<file path="src/rtl/nmi_arbiter_pkg.sv">
// ---- nmi_arbiter_pkg: shared types and constants for the /NMI arbiter (rev 1.0) ----
`default_nettype none

package nmi_arbiter_pkg;

    typedef enum logic [1:0] {
        NMI_NONE   = 2'd0,
        NMI_MAGIC  = 2'd1,
        NMI_DIVMMC = 2'd2
    } nmi_src_t;

    localparam logic [15:0] NMI_VECTOR = 16'h0066;
    localparam logic [7:0]  OP_PREFIX_ED = 8'hED;
    localparam logic [7:0]  OP_RETN_2ND  = 8'h45;

    function automatic logic [2:0] sat_inc3(input logic [2:0] v);
        return (v == 3'h7) ? v : v + 3'h1;
    endfunction

endpackage

`default_nettype wire

</file>
<file path="src/rtl/cpu_bus.sv">
// ---- cpu_bus: Z80 bus bundle as seen by passive snoopers (rev 1.0) ----
`default_nettype none

interface cpu_bus;
    logic        mreq;
    logic        m1;
    logic        rd;
    logic [15:0] a;
    logic [7:0]  d;

    modport snoop (input mreq, input m1, input rd, input a, input d);
    modport drv   (output mreq, output m1, output rd, output a, output d);
endinterface

`default_nettype wire

</file>
<file path="src/rtl/nmi_arbiter_retn.sv">
// ---- retn_snoop: watches opcode fetches and pulses retn on a completed ED 45 (rev 1.0) ----
`default_nettype none

module retn_snoop
    import nmi_arbiter_pkg::*;
(
    input  logic      clk28,
    input  logic      rst_n,
    cpu_bus.snoop     bus,
    input  logic      enable,
    output logic      retn
);

    logic       fetch;
    logic       done;
    logic       active_q;
    logic [7:0] cap_q;
    logic       ed_flag_q;
    logic       ed_flag_d;

    assign fetch = bus.mreq & bus.m1 & bus.rd;
    // A fetch is judged once, on the first clock after its strobe window closes.
    assign done  = active_q & ~fetch;

    always_ff @(posedge clk28 or negedge rst_n) begin
        if (!rst_n) begin
            active_q  <= 1'b0;
            cap_q     <= 8'h00;
            ed_flag_q <= 1'b0;
        end else begin
            active_q  <= fetch;
            if (fetch) begin
                cap_q <= bus.d;
            end
            ed_flag_q <= ed_flag_d;
        end
    end

    always_comb begin
        ed_flag_d = ed_flag_q;
        if (!enable) begin
            ed_flag_d = 1'b0;
        end else if (done) begin
            ed_flag_d = (cap_q == OP_PREFIX_ED);
        end
    end

    assign retn = enable & done & ed_flag_q & (cap_q == OP_RETN_2ND);

endmodule

`default_nettype wire

</file>
<file path="src/rtl/nmi_arbiter.sv">
// ---- nmi_arbiter: shares the Z80 /NMI between magic and DivMMC, frame-aligned (rev 1.0) ----
`default_nettype none

module nmi_arbiter
    import nmi_arbiter_pkg::*;
#(
    parameter int unsigned TIMEOUT_FRAMES = 4
) (
    input  logic     rst_n,
    input  logic     clk28,
    cpu_bus.snoop    bus,
    input  logic     n_int,
    input  logic     n_int_next,
    input  logic     req_magic,
    input  logic     req_divmmc,
    input  logic     rel_magic,
    input  logic     rel_divmmc,
    output logic     n_nmi,
    output logic     grant_magic,
    output logic     grant_divmmc,
    output nmi_src_t nmi_src,
    output logic     timeout
);

    typedef enum logic [1:0] {
        ST_IDLE    = 2'd0,
        ST_ASSERT  = 2'd1,
        ST_SERVICE = 2'd2
    } state_t;

    localparam logic [2:0] TO_LIMIT = 3'(TIMEOUT_FRAMES);

    state_t     state_q,   state_d;
    nmi_src_t   src_q,     src_d;
    logic       n_nmi_q,   n_nmi_d;
    logic       timeout_q, timeout_d;
    logic       pend_m_q,  pend_m_d;
    logic       pend_dv_q, pend_dv_d;
    logic [2:0] cnt_q,     cnt_d;
    logic       take_m;
    logic       take_dv;
    logic       fs;
    logic       ack;
    logic       rel_owner;
    logic       retn;
    logic [2:0] cnt_inc;

    assign fs        = n_int & ~n_int_next;
    assign ack       = bus.mreq & bus.m1 & (bus.a == NMI_VECTOR);
    assign rel_owner = ((src_q == NMI_MAGIC)  & rel_magic) |
                       ((src_q == NMI_DIVMMC) & rel_divmmc);
    assign cnt_inc   = sat_inc3(cnt_q);

    retn_snoop u_retn (
        .clk28  (clk28),
        .rst_n  (rst_n),
        .bus    (bus),
        .enable (state_q == ST_SERVICE),
        .retn   (retn)
    );

    always_ff @(posedge clk28 or negedge rst_n) begin
        if (!rst_n) begin
            state_q   <= ST_IDLE;
            src_q     <= NMI_NONE;
            n_nmi_q   <= 1'b1;
            timeout_q <= 1'b0;
            pend_m_q  <= 1'b0;
            pend_dv_q <= 1'b0;
            cnt_q     <= 3'h0;
        end else begin
            state_q   <= state_d;
            src_q     <= src_d;
            n_nmi_q   <= n_nmi_d;
            timeout_q <= timeout_d;
            pend_m_q  <= pend_m_d;
            pend_dv_q <= pend_dv_d;
            cnt_q     <= cnt_d;
        end
    end

    always_comb begin
        state_d   = state_q;
        src_d     = src_q;
        n_nmi_d   = n_nmi_q;
        timeout_d = 1'b0;
        cnt_d     = cnt_q;
        take_m    = 1'b0;
        take_dv   = 1'b0;

        case (state_q)
            ST_IDLE: begin
                if (fs && (pend_m_q || pend_dv_q)) begin
                    if (pend_m_q) begin
                        take_m = 1'b1;
                        src_d  = NMI_MAGIC;
                    end else begin
                        take_dv = 1'b1;
                        src_d   = NMI_DIVMMC;
                    end
                    n_nmi_d = 1'b0;
                    cnt_d   = 3'h0;
                    state_d = ST_ASSERT;
                end
            end
            ST_ASSERT: begin
                if (rel_owner) begin
                    n_nmi_d = 1'b1;
                    src_d   = NMI_NONE;
                    state_d = ST_IDLE;
                end else if (ack) begin
                    n_nmi_d = 1'b1;
                    state_d = ST_SERVICE;
                end else if (fs) begin
                    cnt_d = cnt_inc;
                    if (cnt_inc == TO_LIMIT) begin
                        n_nmi_d   = 1'b1;
                        src_d     = NMI_NONE;
                        timeout_d = 1'b1;
                        state_d   = ST_IDLE;
                    end
                end
            end
            ST_SERVICE: begin
                if (retn || rel_owner) begin
                    src_d   = NMI_NONE;
                    state_d = ST_IDLE;
                end
            end
            default: begin
                state_d = ST_IDLE;
                src_d   = NMI_NONE;
                n_nmi_d = 1'b1;
            end
        endcase
    end

    // Granting clears a pending bit even if the same source re-requests in that clk.
    always_comb begin
        pend_m_d  = take_m  ? 1'b0 : (pend_m_q  | (req_magic  & (src_q != NMI_MAGIC)));
        pend_dv_d = take_dv ? 1'b0 : (pend_dv_q | (req_divmmc & (src_q != NMI_DIVMMC)));
    end

    assign n_nmi        = n_nmi_q;
    assign timeout      = timeout_q;
    assign nmi_src      = src_q;
    assign grant_magic  = (src_q == NMI_MAGIC);
    assign grant_divmmc = (src_q == NMI_DIVMMC);

endmodule

`default_nettype wire
</file>
<file path="src/flat_wrapper.sv">
// flat-port wrapper written by rule: the top's interface ports become plain ports
module nmi_arbiter_flat import nmi_arbiter_pkg::*;
#(
    parameter int unsigned TIMEOUT_FRAMES = 4
)
  (rst_n, clk28, n_int, n_int_next, req_magic, req_divmmc, rel_magic, rel_divmmc, n_nmi, grant_magic, grant_divmmc, nmi_src, timeout, bus_mreq, bus_m1, bus_rd, bus_a, bus_d);
  cpu_bus bus_i ();
  input  logic rst_n;
  input  logic clk28;
  input  logic n_int;
  input  logic n_int_next;
  input  logic req_magic;
  input  logic req_divmmc;
  input  logic rel_magic;
  input  logic rel_divmmc;
  output logic n_nmi;
  output logic grant_magic;
  output logic grant_divmmc;
  output nmi_src_t nmi_src;
  output logic timeout;
  input wire logic [$bits(bus_i.mreq)-1:0] bus_mreq;
  input wire logic [$bits(bus_i.m1)-1:0] bus_m1;
  input wire logic [$bits(bus_i.rd)-1:0] bus_rd;
  input wire logic [$bits(bus_i.a)-1:0] bus_a;
  input wire logic [$bits(bus_i.d)-1:0] bus_d;
  assign bus_i.mreq = bus_mreq;
  assign bus_i.m1 = bus_m1;
  assign bus_i.rd = bus_rd;
  assign bus_i.a = bus_a;
  assign bus_i.d = bus_d;
  nmi_arbiter #(.TIMEOUT_FRAMES(TIMEOUT_FRAMES)) u_core (.rst_n(rst_n), .clk28(clk28), .bus(bus_i), .n_int(n_int), .n_int_next(n_int_next), .req_magic(req_magic), .req_divmmc(req_divmmc), .rel_magic(rel_magic), .rel_divmmc(rel_divmmc), .n_nmi(n_nmi), .grant_magic(grant_magic), .grant_divmmc(grant_divmmc), .nmi_src(nmi_src), .timeout(timeout));
endmodule
</file>
<file path="config.mk">
export PLATFORM = sky130hd
export DESIGN_NAME = nmi_arbiter_flat
export DESIGN_NICKNAME = d
export VERILOG_FILES = /design/src/rtl/nmi_arbiter_pkg.sv /design/src/rtl/cpu_bus.sv /design/src/rtl/nmi_arbiter_retn.sv /design/src/rtl/nmi_arbiter.sv /design/src/flat_wrapper.sv
export SDC_FILE = /design/constraint.sdc
export NUM_CORES = 1
export LEC_CHECK = 0
export BUFFER_PORTS_ARGS = -buffer_cell sky130_fd_sc_hd__buf_2
export CAP_MARGIN = 20
export CORE_UTILIZATION = 52
export CTS_CLUSTER_SIZE = 16
export DETAILED_ROUTE_END_ITERATION = 8
export PLACE_DENSITY_LB_ADDON = 0.2
export SETUP_SLACK_MARGIN = 0.3
export SLEW_MARGIN = 20
export SYNTH_ARGS = -nofsm -noshare
export SYNTH_HDL_FRONTEND = slang
export SYNTH_SLANG_ARGS = --single-unit
export TNS_END_PERCENT = 1
</file>
<file path="constraint.sdc">
create_clock -name clk28 -period 5.23 [get_ports clk28]
set_input_delay 0.2615 -clock clk28 [delete_from_list [all_inputs] [get_ports clk28]]
set_output_delay 0.2615 -clock clk28 [all_outputs]
set_load 0.02 [all_outputs]
</file>
**Word level (Yosys, flattened, before mapping)**

Index checks and enable logic that the tools add are counted.

- Logic and storage cells: 99
- Register bits: 21
- Input bits: 35
- Output and inout bits: 6

- $add $sub $neg: 1
- Mux-type cells: 39
- Equality and inequality tests: 22
- Reduce and logical (&&, ||, !) cells: 9
- Bitwise operators: 18

Operator list:

| cell | number |
|---|---|
| two-way mux 1 bit | 20 |
| two-way mux 2 bit | 10 |
| equality test 16 x 7 -> 1 bit (second input constant) | 1 |
| two-way mux 3 bit | 5 |
| bitwise AND 1 bit | 12 |
| case mux 2 bit (3 select lines) | 2 |
| != test 2 x 1 -> 1 bit (second input constant) | 5 |
| AND reduction 5 bit | 2 |
| equality test 8 x 7 -> 1 bit (second input constant) | 1 |
| equality test 8 bit (second input constant) | 1 |
| != test 4 x 1 -> 1 bit (second input constant) | 2 |
| AND reduction 4 bit | 2 |
| equality test 3 bit (second input constant) | 2 |
| != test 2 bit (second input constant) | 3 |
| != test 3 x 1 -> 1 bit (second input constant) | 2 |
| case mux 3 bit (2 select lines) | 1 |
| equality test 2 x 1 -> 1 bit (second input constant) | 2 |
| equality test 2 bit (second input constant) | 2 |
| adder 3 x 1 -> 3 bit (second input constant) | 1 |
| != test 3 bit (second input constant) | 1 |
| NOT 1 bit | 3 |
| bitwise OR 1 bit | 3 |
| case mux 1 bit (3 select lines) | 1 |
| logical NOT 2 bit | 1 |
| 3 further kinds | 4 |

**Logic depth before layout (Yosys ltp)**

- Depth in word-level cells: 10
- Gate-level depth with buffers: 6
- Depth with buffers taken out: 6

**Modules after synthesis**

Synthesis repeated with hierarchy kept, for this count alone.

- Cells, all modules: 103
- Area, all modules: 1,126.1 sq um

Modules (own cells, without submodules):

| module | seq. area each (sq um) | area an instance (sq um) | cells each | times used |
|---|---|---|---|---|
| nmi_arbiter | 276.5 | 713.2 | 74 | 1 |
| retn_snoop | 250.2 | 412.9 | 29 | 1 |

**Worst setup path after synthesis**

OpenSTA, ideal clock, no wires.

- Kind: register -> register
- Start point: reg u_core.cnt_q[0]
- End point: reg u_core.src_q[0], in the netlist u_core.nmi_src[0]
- Cell stages (with the launch flop): 7
- Path buffers: 0
- Arrival time: 1.654 ns
- Clock period less this slack: 1.793 ns
- Data required time: 5.091 ns
- Setup slack: 3.437 ns
- Library setup time: 0.139 ns
- Cell sequence: dfrtp_1 -> ha_1 -> and4bb_2 -> o31ai_4 -> o21bai_1 -> a221oi_1 -> o22ai_1

- Word-level cells in the longest chain between the ends: 5
- Elaborated cells between the ends (all ways): 6
- Those cells by class: add/sub (1); eq/ne (3); mux (1); reduce/logical (1)

Ends and longest elaborated chain:

| element | line | RTL |
|---|---|---|
| from (decl) | nmi_arbiter.sv:39 | `logic [2:0] cnt_q, cnt_d;` |
| from (signal assigned) | nmi_arbiter.sv:78 | `cnt_q <= cnt_d;` |
| adder 3 x 1 -> 3 bit / equality test 3 bit (equally long branches) | nmi_arbiter_pkg.sv:17 | `return (v == 3'h7) ? v : v + 3'h1;` |
| two-way mux 3 bit * | nmi_arbiter_pkg.sv:17 |  |
| equality test 3 bit * | nmi_arbiter.sv:116 | `if (cnt_inc == TO_LIMIT) begin` |
| != test 3 x 1 -> 1 bit (no line) * | -- |  |
| AND reduction 5 bit (no line) * | -- |  |
| to (signal assigned) | nmi_arbiter.sv:73 | `src_q <= src_d;` |
| to (decl) | nmi_arbiter.sv:34 | `nmi_src_t src_q, src_d;` |

Every way passes the cells marked *; elsewhere a longest branch is shown, timed or not.
A chain may end at the register's enable or synchronous reset.

**Worst setup path after layout**

Same ends and word-level chain as after synthesis.

==> metrics.csv <==
stage;metric;value;unit
run_status;outcome;finished, final reports clean;
synthesis;synth_area_per_cell;10.5;um2
clock_network;clk_pin_slew;0.11;ns
global_routing;grt_max_degree;22;
clock_network;post_cts_buffers;0;
sta;period_minus_slack;1.94;ns
sta;hold_ws;0.188;ns
synthesis;ys_warn_count;0;
placement;placedCellCount;174;
layout;insertedDiodeCount;0;
global_routing;grt_pass1_wl;3860;um
clock_network;clkLatencyLatePin;0.30;ns
drt;wl_per_cell;13.3;um
power_and_ir_drop;irDropWorstVdd;0.257;mV
sta;grt_setup_unrepaired;no;
global_routing;first_global_vias;984;
drt;vias;1020;
worst_hold_path;hp-class;in -> reg;
drt;remaining_drc_errors;0;
clock_network;cts_tree;built;
clock_network;cts_htree_levels;1;
floorplanning;fp.dieArea;2400;um2
setup_path;end_kind;flop;
drt;drtAntennaViolNets;0;
global_routing;antenna_found_initial;0;
layout;final_core_util;69.2;%
drt;firstDrtPassIters;4;
setup_path;cp_data_required_time;5.41;ns
placement;hpwl;1930;um
power_and_ir_drop;power.total;527;uW
synthesis;ys_seq_area_share;46.0;%
floorplanning;die_y;48.9;um
setup_path;crit_fanout;6;
drt;postRouteWirelength;2370;um
placement;io_buffers;40;
synthesis;async_flop_share;100;%
sta;setup_viol;0;
setup_path;critPathLaunchType;flop;
setup_path;arrival;2.12;ns
setup_path;r2r_slack;3.29;ns
layout;final_cells;179;
synthesis;synth_seq_cells;21;
flow_run;max_cap_viol_count;0;
setup_path;critical_path_class;reg -> reg;
synthesis;synthesis.nets;145;
layout;final_nets;189;
synthesis;synth-edff-count;0;
layout;fillerInstances;174;
synthesis;synth_area_leaders;dfrtp_1 (44%), mux2_2 (7.9%), and4bb_2 (3.3%), nand2_1 (2.9%), nor2_1 (2.9%);
sta;worstMarginPinSlew;0.457;ns
sta;finalSetupTns;0;ns
drt;vias_per_cell;5.70;
synthesis;syn_area;1150;um2
clock_network;cts_sinks;21;
sta;slew_headroom;69.4;%
synthesis;ys_types;45;
global_routing;grt-ovfl-total;0;
floorplanning;io_pins;41;
global_routing;grt_usage;20.9;%
placement;finalWeightedCongestion;0.808;
layout;layout-drive-gt1-share;39.5;%
sta;fmax;515;MHz
floorplanning;start_util;56.7;%
floorplanning;core-area;2020;um2
sta;slew_viol_final;0;
sta;fin_skew;0.00425;ns
synthesis;yosysTopAreaCellShare;43.7;%
clock_network;cts_resized;0;
floorplanning;die_w;48.9;um
floorplanning;rows;16;
layout;area_delta_synth_final;22.2;%
sta;fin_crit_sh;37.1;%
power_and_ir_drop;powerDensity;377;nW/um2
synthesis;synthCells;109;
clock_network;cts_buffers;3;
power_and_ir_drop;power.leakage;0.675;nW
synthesis;yosys_most_used_dff;dfrtp_1;
drt;drt_iter0_drc;10;
sta;finalHoldViolations;0;
synthesis;synth_top_area_cell;dfrtp_1;
clock_network;root_buffer;clkbuf_4;
clock_network;cts_buffer_depth;2;
## per-stage QoR
stage               setup slack (ns)  cell area, um2
finish                          3.29            1400
detailed placement              3.30            1360
CTS                             3.28            1400
global route                    3.19            1400
global placement                3.37            1360
floorplan                       3.44            1150
## placed cells by master, fill, tap and decap left out, drive strengths merged, types with 2 or more instances in the layout
cell / n
a21o: 2
and4bb: 3
buf: 40
clkbuf: 4
dfrtp: 20
inv: 6
mux2: 8
nand2: 9
nand2b: 3
nand3: 4
nand3b: 2
nor2: 9
nor3: 2
nor4: 3
nor4bb: 2
o21ai: 7
o31ai: 2
or3: 2
## registers in the layout (all words and copies together), names as in the netlist
| register | cells |
|---|---|
| u_core.cnt_q | 3 |
| u_core.u_retn.active_q | 1 |
| u_core.n_nmi | 1 |
| u_core.pend_m_q | 1 |
| u_core.nmi_src | 2 |
| u_core.state_q | 2 |
| u_core.timeout | 1 |
| u_core.u_retn.ed_flag_q | 1 |
| u_core.pend_dv_q | 1 |
| u_core.u_retn.cap_q | 8 |
## per-layer routing
layer  track usage (%)  routed length, um  vias up
met5                 0                  0        -
met4              9.80                 30        0
met3              2.18                117        4
met2              39.6               1250       41
met1              23.0                978      488
li1                  -                  -      487
## final timing paths
check,from,to,cells past startpoint
max reg2reg,u_core.cnt_q[0],u_core.nmi_src[0],6
min in group asynchronous,rst_n,u_core.u_retn.cap_q[3],2
max,u_core.cnt_q[0],u_core.nmi_src[0],6
min,bus_d[3],u_core.u_retn.cap_q[3],2
max in group asynchronous,rst_n,u_core.n_nmi,2
min reg2reg,u_core.u_retn.cap_q[4],u_core.u_retn.cap_q[4],1
## cell usage after synthesis, drive strengths merged (2+ instances only)
cell and instances:
nand2 9, nand2b 3, nand3 4, o21ai 7, mux2 8, dfrtp 20, nor4 3, buf 2
nor2 9, nand3b 2, a21o 2, nor4bb 2, and4bb 3, or3 2, inv 6, nor3 2
o31ai 2
## kinds of logic (layout without fill, tap and decap cells)
kind of cell,count (synthesis),after routing,share of synthesized area [%]
buffers and inverters,8,51,3.38
multiplexers,9,9,8.73
AO/OA/AOI/OAI,21,21,14.1
adder cells (fa/ha/maj),1,1,1.09
flip-flops,21,21,46.0
AND/OR/NAND/NOR,49,49,26.7
## area by class of cell
| cell class | count | area [um2] | area share [%] |
|---|---|---|---|
| Timing Repair Buffer | 41 | 210 | 15.0 |
| Clock buffer | 4 | 26.3 | 1.88 |
| Sequential cell | 21 | 527 | 37.6 |
| Tap cell | 27 | 33.8 | 2.41 |
| Multi-Input combinational cell | 80 | 581 | 41.5 |
| Inverter | 6 | 22.5 | 1.61 |
## critical path, stage by stage (launching register included)
cell and delay (ns):
dfrtp_1 0.45, ha_1 0.34, and4bb_2 0.33, o31ai_4 0.09
o21bai_1 0.17, a221oi_1 0.29, o22ai_1 0.14
## report_power, final
group / internal (mW) / leakage [nW] / switching (mW)
registers: 0.206 / 0.261 / 0.0497
logic: 0.0915 / 0.399 / 0.104
clock network: 0.0297 / 0.0150 / 0.0463
## timing repair
action                                  in CTS  in global routing
hold endpoints to repair                    20                  0
endpoints found under the setup margin       0                  0
hold buffers                                 1                  0
(Power assumes the default switching activity.)
